## src/rtl/spi_master_ctrl.sv

```systemverilog
// Purpose: SPI master, DATA_W-bit full-duplex, all CPOL/CPHA modes, MSB/LSB-first, CS setup/hold/gap.
// Latency: accept at T; cs low from T+1; done_o at T+1+(2*DATA_W+2)*CLK_DIV; ready_o CLK_DIV later.
// Backpressure: start_i is taken only while ready_o=1; requests while busy are dropped, not queued.
//
// Ports:
//   clk_i, rst_i (sync, active-low)       clock and reset
//   start_i, ready_o, done_o              system handshake; done_o pulses when data_out_bo updates
//   cpol_i, cpha_i, lsb_first_i           mode, captured at accept
//   data_in_bi, data_out_bo               TX word (captured at accept), RX word of last transfer
//   spi_miso_i, spi_mosi_o, spi_sclk_o,   SPI pins; spi_cs_o is active-low
//   spi_cs_o
module spi_master_ctrl #(
  parameter int DATA_W  = 8,
  parameter int CLK_DIV = 2
) (
  input  logic              clk_i,
  input  logic              rst_i,
  input  logic              start_i,
  input  logic              cpol_i,
  input  logic              cpha_i,
  input  logic              lsb_first_i,
  input  logic [DATA_W-1:0] data_in_bi,
  output logic              ready_o,
  output logic              done_o,
  output logic [DATA_W-1:0] data_out_bo,
  input  logic              spi_miso_i,
  output logic              spi_mosi_o,
  output logic              spi_sclk_o,
  output logic              spi_cs_o
);

  localparam int EDGE_W = $clog2(2 * DATA_W + 1);
  localparam int DIV_W  = $clog2(CLK_DIV + 1);
  localparam logic [EDGE_W-1:0] LAST_EDGE = EDGE_W'(2 * DATA_W);
  localparam logic [DIV_W-1:0]  DIV_LAST  = DIV_W'(CLK_DIV - 1);

  typedef enum logic [2:0] {S_IDLE, S_LEAD, S_XFER, S_TRAIL, S_GAP} state_t;

  state_t              r_state;
  logic [DIV_W-1:0]    r_div_cnt;
  logic [EDGE_W-1:0]   r_edge_cnt;
  logic                r_ready;
  logic                r_done;
  logic [DATA_W-1:0]   r_dout;
  logic                r_mosi;
  logic                r_sclk;
  logic                r_cs;
  logic [DATA_W-1:0]   r_tx;
  logic [DATA_W-1:0]   r_rx;
  logic                r_cpol;
  logic                r_cpha;
  logic                r_lsb;

  function automatic logic first_bit(input logic [DATA_W-1:0] w, input logic lsb);
    return lsb ? w[0] : w[DATA_W-1];
  endfunction

  function automatic logic [DATA_W-1:0] tx_shift(input logic [DATA_W-1:0] w, input logic lsb);
    return lsb ? {1'b0, w[DATA_W-1:1]} : {w[DATA_W-2:0], 1'b0};
  endfunction

  function automatic logic [DATA_W-1:0] rx_shift(input logic [DATA_W-1:0] w, input logic lsb,
                                                 input logic b);
    return lsb ? {b, w[DATA_W-1:1]} : {w[DATA_W-2:0], b};
  endfunction

  logic              w_div_end;
  logic [EDGE_W-1:0] w_edge_num;
  logic              w_leading;
  logic              w_sample;
  logic              w_drive;
  logic              w_edge_evt;

  assign w_div_end  = (r_div_cnt == DIV_LAST);
  // Number of the SCLK edge about to be registered (1-based): odd = leading, even = trailing.
  assign w_edge_num = r_edge_cnt + EDGE_W'(1);
  assign w_leading  = w_edge_num[0];
  assign w_sample   = w_leading ^ r_cpha;
  // CPHA=0 already put the first bit out at accept, so its final trailing edge has nothing to shift.
  assign w_drive    = ~w_sample & (w_edge_num != LAST_EDGE);
  // Edge 1 closes LEAD; XFER then keeps one extra half-period after the last edge before TRAIL.
  assign w_edge_evt = w_div_end &&
                      ((r_state == S_LEAD) || (r_state == S_XFER && r_edge_cnt != LAST_EDGE));

  always_ff @(posedge clk_i) begin
    if (!rst_i) begin
      r_state    <= S_IDLE;
      r_div_cnt  <= '0;
      r_edge_cnt <= '0;
      r_ready    <= 1'b1;
      r_done     <= 1'b0;
      r_dout     <= '0;
      r_mosi     <= 1'b0;
      r_sclk     <= 1'b0;
      r_cs       <= 1'b1;
      r_tx       <= '0;
      r_rx       <= '0;
      r_cpol     <= 1'b0;
      r_cpha     <= 1'b0;
      r_lsb      <= 1'b0;
    end else begin
      r_done <= 1'b0;
      if (r_state != S_IDLE) begin
        r_div_cnt <= w_div_end ? '0 : r_div_cnt + DIV_W'(1);
      end
      if (w_edge_evt) begin
        r_sclk     <= ~r_sclk;
        r_edge_cnt <= w_edge_num;
        if (w_sample) begin
          r_rx <= rx_shift(r_rx, r_lsb, spi_miso_i);
        end
        if (w_drive) begin
          r_mosi <= first_bit(r_tx, r_lsb);
          r_tx   <= tx_shift(r_tx, r_lsb);
        end
      end
      case (r_state)
        S_IDLE: begin
          r_cs       <= 1'b1;
          r_mosi     <= 1'b0;
          r_sclk     <= cpol_i;
          r_ready    <= 1'b1;
          r_div_cnt  <= '0;
          r_edge_cnt <= '0;
          if (start_i) begin
            r_cpol  <= cpol_i;
            r_cpha  <= cpha_i;
            r_lsb   <= lsb_first_i;
            r_cs    <= 1'b0;
            r_ready <= 1'b0;
            r_rx    <= '0;
            r_state <= S_LEAD;
            // CPHA=0 presents the first bit during LEAD; the tx register then holds the rest.
            if (cpha_i) begin
              r_mosi <= 1'b0;
              r_tx   <= data_in_bi;
            end else begin
              r_mosi <= first_bit(data_in_bi, lsb_first_i);
              r_tx   <= tx_shift(data_in_bi, lsb_first_i);
            end
          end
        end
        S_LEAD: begin
          if (w_div_end) r_state <= S_XFER;
        end
        S_XFER: begin
          if (w_div_end && r_edge_cnt == LAST_EDGE) r_state <= S_TRAIL;
        end
        S_TRAIL: begin
          if (w_div_end) begin
            r_cs    <= 1'b1;
            r_mosi  <= 1'b0;
            r_dout  <= r_rx;
            r_done  <= 1'b1;
            r_state <= S_GAP;
          end
        end
        S_GAP: begin
          if (w_div_end) begin
            r_state <= S_IDLE;
            r_ready <= 1'b1;
          end
        end
        default: r_state <= S_IDLE;
      endcase
    end
  end

  assign ready_o     = r_ready;
  assign done_o      = r_done;
  assign data_out_bo = r_dout;
  assign spi_mosi_o  = r_mosi;
  assign spi_sclk_o  = r_sclk;
  assign spi_cs_o    = r_cs;

endmodule

```

## config.mk

```make
export PLATFORM = sky130hd
export DESIGN_NAME = spi_master_ctrl
export DESIGN_NICKNAME = d
export VERILOG_FILES = /design/src/rtl/spi_master_ctrl.sv
export SDC_FILE = /design/constraint.sdc
export NUM_CORES = 1
export LEC_CHECK = 0
export ABC_AREA = 0
export CAP_MARGIN = 15
export CORE_ASPECT_RATIO = 0.9
export CORE_UTILIZATION = 29
export CTS_BUF_LIST = sky130_fd_sc_hd__clkbuf_4
export CTS_CLUSTER_SIZE = 28
export DETAILED_ROUTE_END_ITERATION = 6
export SYNTH_ARGS = -nofsm -noshare
export SYNTH_HDL_FRONTEND = slang
export SYNTH_SLANG_ARGS = --single-unit
```

## constraint.sdc

```tcl
create_clock -name clk_i -period 2.3 [get_ports clk_i]
set_clock_uncertainty 0.05 [all_clocks]
set_input_delay 0.23 -clock clk_i [delete_from_list [all_inputs] [get_ports clk_i]]
set_output_delay 0.23 -clock clk_i [all_outputs]
set_load 0.005 [all_outputs]
```

; After elaboration in Yosys (flattened, before gate mapping)
; Index checks and enable logic that the tools add are counted.
[word_totals]
regBits = 41
input_bits = 15
output_inout_bits = 13
wordCells = 83
[op_classes]
addsub = 2
n_eq_ne = 13
mux = 34
bitwise = 5
n_reduce_logical = 16
[op_table]
columns = op, count
row1 = 8-bit two-way mux, 12
row2 = 3-bit two-way mux, 5
row3 = 3-bit one-hot mux with 5 select lines, 1
row4 = 1-bit two-way mux, 12
row5 = 5-bit inequality test (second input constant), 2
row6 = 2-bit AND reduction, 5
row7 = 2-bit inequality test (second input constant), 4
row8 = 3-bit by 2-bit equality test with 1-bit output (second input constant), 2
row9 = 1-bit one-hot mux with 2 select lines, 3
row10 = 2-bit nonzero test, 3
row11 = 5-bit by 1-bit adder with 5-bit output (second input constant), 1
row12 = 5-bit equality test (second input constant), 1
row13 = 5-bit AND reduction, 1
row14 = 3-bit by 1-bit equality test with 1-bit output (second input constant), 1
row15 = 3-bit equality test (second input constant), 1
row16 = 1-bit logical AND, 3
row17 = 3-bit logical NOT, 1
row18 = 1-bit NOT, 3
row19 = 3-bit nonzero test, 1
row20 = 2-bit by 1-bit adder with 2-bit output (second input constant), 1
row21 = 2-bit by 1-bit equality test with 1-bit output (second input constant), 1
row22 = 2-bit two-way mux, 1
row23 = 2-bit by 1-bit inequality test with 1-bit output (second input constant), 1
row24 = 2-bit OR reduction, 1
row25 = other kinds (3), 3

; Logic depth before layout (Yosys ltp)
[logic_depth]
word_depth = 8
mapped_depth = 9
ltp_nobuf = 7

; Worst setup path after synthesis
; Ideal clock, no wire load.
[synth_path]
path_type = flip-flop to flip-flop
start = register r_edge_cnt[0]
end = register r_tx[0]
setup_ns = 0.125
t_arrival_ns = 1.611
required_time_ns = 2.125
path_slack_ns = 0.514
stages_incl_launch_ff = 9
n_path_buf = 1
period_less_slack_ns = 1.786
path_cell_list = dfxtp_1 -> inv_1 -> ha_1 -> nand4bb_4 -> o211ai_4 -> a311oi_4 -> buf_6 -> mux2i_1 -> o21ai_1
[synth_via]
elab_chain_len = 8
elab_cells_between_ends = 13
classes_between = add/sub (1) / eq/ne (2) / mux (4) / bitwise (3) / reduce/logical (3)
[synth_rtl]
columns = element, line_no
row1 = start: declaration, 41  ; logic [EDGE_W-1:0] r_edge_cnt;
row2 = start signal: assignment, 108  ; r_edge_cnt <= w_edge_num;
row3 = 5-bit by 1-bit adder with 5-bit output (*), 76  ; assign w_edge_num = r_edge_cnt + EDGE_W'(1);
row4 = net w_edge_num[0], 68  ; logic [EDGE_W-1:0] w_edge_num;
row5 = branches (longest 2 deep; another with 5-bit inequality test), --
row6 = 1-bit bitwise AND (*), 80  ; assign w_drive = ~w_sample & (w_edge_num != LAST_EDGE);
row7 = 8-bit two-way mux (*), 112  ; if (w_drive) begin
row8 = 8-bit two-way mux (*), 106  ; if (w_edge_evt) begin
row9 = 8-bit two-way mux, 125  ; if (start_i) begin
row10 = 8-bit two-way mux (*), 117  ; case (r_state)
row11 = end signal: assignment, 114  ; r_tx <= tx_shift(r_tx, r_lsb);
row12 = end signal: assignment, 136  ; r_tx <= data_in_bi;
row13 = end signal: assignment, 139  ; r_tx <= tx_shift(data_in_bi, lsb_first_i);
row14 = end: declaration, 48  ; logic [DATA_W-1:0] r_tx;
; Mark *: on every way through the listed nets, which the timed path passes.
; A chain may end at the register's enable or synchronous reset.

; Final worst setup path
[layout_path]
start = register r_edge_cnt[0]
end = register r_tx[2]
; Same word-level chain as after synthesis.

==> impl_metrics.tcl <==
set metrics [dict create \
    outcome "complete, no violations" \
    fin_crit_ns 2.04 \
    clockRootBuffer "clkbuf_4" \
    yosysSeqAreaShare 0.387 \
    post-route-period-util 0.886 \
    clockPowerShare 0.382 \
    worstPathArrival_ns 2.28 \
    synth-edff-count 0 \
    cts_tree "built" \
    grt_max_degree 19 \
    fmax_mhz 491 \
    switching_power_uw 398 \
    vias 1701 \
    async_flop_share 0 \
    gp_congestion 0.726 \
    clockBufferDepth 2 \
    ioPinCount 28 \
    numPortBuffers 27 \
    rows 29 \
    fin_setup_tns_ns 0 \
    path_cells "inv_1 > ha_1 > nand4bb_4 > o211ai_4 > a311oi_4 > buf_4 > nand3_4 > o2bb2ai_1" \
    synth.yosys.warnings 0 \
    cap_violations 0 \
    p_sw_frac 0.252 \
    p_per_area_nw_per_um2 613 \
    antenna_found_initial 0 \
    leakage_nw 0.839 \
    start_kind "register" \
    p_int_mw 1.18 \
    crit_family "compound AO/OA/AOI/OAI gates" \
    coreArea_sq_um 7080 \
    synth_area_leaders "dfxtp_1 (39%), mux2i_1 (12%), nand2_1 (6.2%)" \
    die_y_um 83.2 \
    critPathMaxFanout 10 \
    synth.most_common_cell "dfxtp_1" \
    drive_above_1_share 0.0977 \
    ff_latch_area_sq_um 821 \
    synth.avg_cell_area_sq_um 8.92 \
    yosys.area.top_type_share 0.387 \
    hold_path.class "register to register" \
    hold_viol 0 \
    wirelength_mm 4.41 \
    critPathKind "register to register" \
    peakVddDrop_mv 0.329 \
    htreeDepth 2 \
    diodes 0 \
    synth_seq_cells 41 \
    clk_latency_ns 0.36 \
    final_nets 282 \
    combinationalPowerShare 0.132 \
    synthTopCellsByCount "dfxtp_1 (41), nand2_1 (35), mux2i_1 (25)" \
    via_per_inst 4.74 \
    grt_use_total 0.121 \
    seq_power_share 0.486 \
    grt-ovfl-total 0 \
    n_fill_cell 725 \
    grt_pass1_vias 1618 \
    synth_cell_types 40 \
    path_clk_slew_ns 0.14 \
    instances_no_fill 359 \
    start_util 0.300 \
    drv_slew 0 \
    drtIter0Drc 77 \
    syn_nets 255 \
    wire_per_inst_um 12.3 \
    dp_hpwl_mm 3.27 \
    ant_nets 0 \
    cts_setup_buffers 0 \
    synth_top_area_cell "dfxtp_1" \
    rsz0062_at_grt "false" \
    placedCellCount 351 \
    critPathSlowestCell "dfxtp_1" \
    max-slew-margin-rel 0.623 \
    drcViolationCount 0 \
    worst_pin_slew_ns 0.562 \
    finalSetupViolCount 0 \
    end_kind "register" \
    multi_input_area_sq_um 1190 \
    die_area_sq_um 7660 \
    required_ns 2.54 \
    drt-pass1-iter-count 5 \
    synth_area_sq_um 2120 \
    cts_resized 0 \
    cts_buffers 5 \
    synthFlopType "dfxtp_1" \
    die_w_um 92.2 \
    cts_num_sinks 41 \
    area_growth_pct 21.4 \
    path_buf_inv 2 \
    grt_pass1_wl_mm 7.47 \
    cts_hold_buf 0 \
    netlist_instances 238 \
    slowest_delay_ns 0.42 \
]
-- sequential cells by signal, indices dropped and copies added (netlist names), named ones only --
signal	flops
r_lsb	1
ready_o	1
spi_cs_o	1
done_o	1
r_state	3
r_edge_cnt	5
data_out_bo	8
spi_sclk_o	1
r_cpha	1
r_tx	8
r_div_cnt	2
r_rx	8
-- layout make-up --
class,count,share of cell area
clock buffer,5,0.0146
clock inverter,3,0.0267
inverter,5,0.00729
multi-input combinational,178,0.462
sequential,41,0.319
tap,93,0.0452
timing repair buffer,34,0.125
-- logic make-up (layout without fill, tap and decap cells) --
logic type	count (synthesis)	count (layout)	share of synthesized area
adder cells (fa/ha/maj)	2	2	0.0118
flip-flops	41	41	0.387
AND/OR/NAND/NOR	88	88	0.209
buffers and inverters	19	47	0.0519
multiplexers	25	25	0.118
XOR/XNOR	6	6	0.0336
AO/OA/AOI/OAI	57	57	0.189
-- placed cells by master, fill, tap and decap left out, types with 7 or more instances in the layout --
master	n
dfxtp_1	41
nand2_1	35
clkdlybuf4s50_1	27
mux2i_1	25
nor2_1	24
a21oi_1	22
a211oi_1	9
buf_4	7
-- stage by stage --
| stage | util | power, mW | cell area (sq um) | setup slack, ns | hold slack, ns |
|---|---|---|---|---|---|
| 3_3_place_gp | 0.349 | 0.992 | 2470 | 0.340 | 0.395 |
| 4_1_cts | 0.364 | 1.60 | 2580 | 0.222 | 0.416 |
| 3_5_place_dp | 0.349 | 0.992 | 2470 | 0.273 | 0.397 |
| 2_1_floorplan | - | 0.920 | 2120 | 0.514 | 0.325 |
| 6_report | 0.364 | 1.58 | 2580 | 0.261 | 0.414 |
| 5_1_grt | 0.364 | 1.65 | 2580 | 0.0753 | 0.433 |
-- metal layers --
| metal | vias up | GRT usage | routed length [um] |
|---|---|---|---|
| met2 | 23 | 0.194 | 1990 |
| met3 | 5 | 0.0293 | 160 |
| met4 | 0 | 0.0298 | 31 |
| met1 | 774 | 0.162 | 2230 |
| met5 | - | 0 | 0 |
| li1 | 899 | - | - |
-- final timing paths --
| path | slack [ns] | cells after the start | startpoint | end |
|---|---|---|---|---|
| max reg2reg | 0.26 | 8 | r_edge_cnt[0] | r_tx[2] |
| max | 0.26 | 8 | r_edge_cnt[0] | r_tx[2] |
| min reg2reg | 0.41 | 2 | data_out_bo[4] | data_out_bo[4] |
| min | 0.41 | 2 | data_out_bo[4] | data_out_bo[4] |
-- power by group through the flow --
stage / logic, mW / registers (mW) / clock network [mW]
3_5_place_dp: 0.210 / 0.783 / 0
5_1_grt: 0.232 / 0.772 / 0.646
6_report: 0.209 / 0.768 / 0.602
2_1_floorplan: 0.154 / 0.767 / 0
4_1_cts: 0.211 / 0.767 / 0.617
3_3_place_gp: 0.208 / 0.783 / 0
-- worst min-delay path: stages, from the launching register on --
cell and delay (ns):
dfxtp_1 0.34, nand2_1 0.05, a21oi_1 0.05
(Power assumes the default switching activity.)
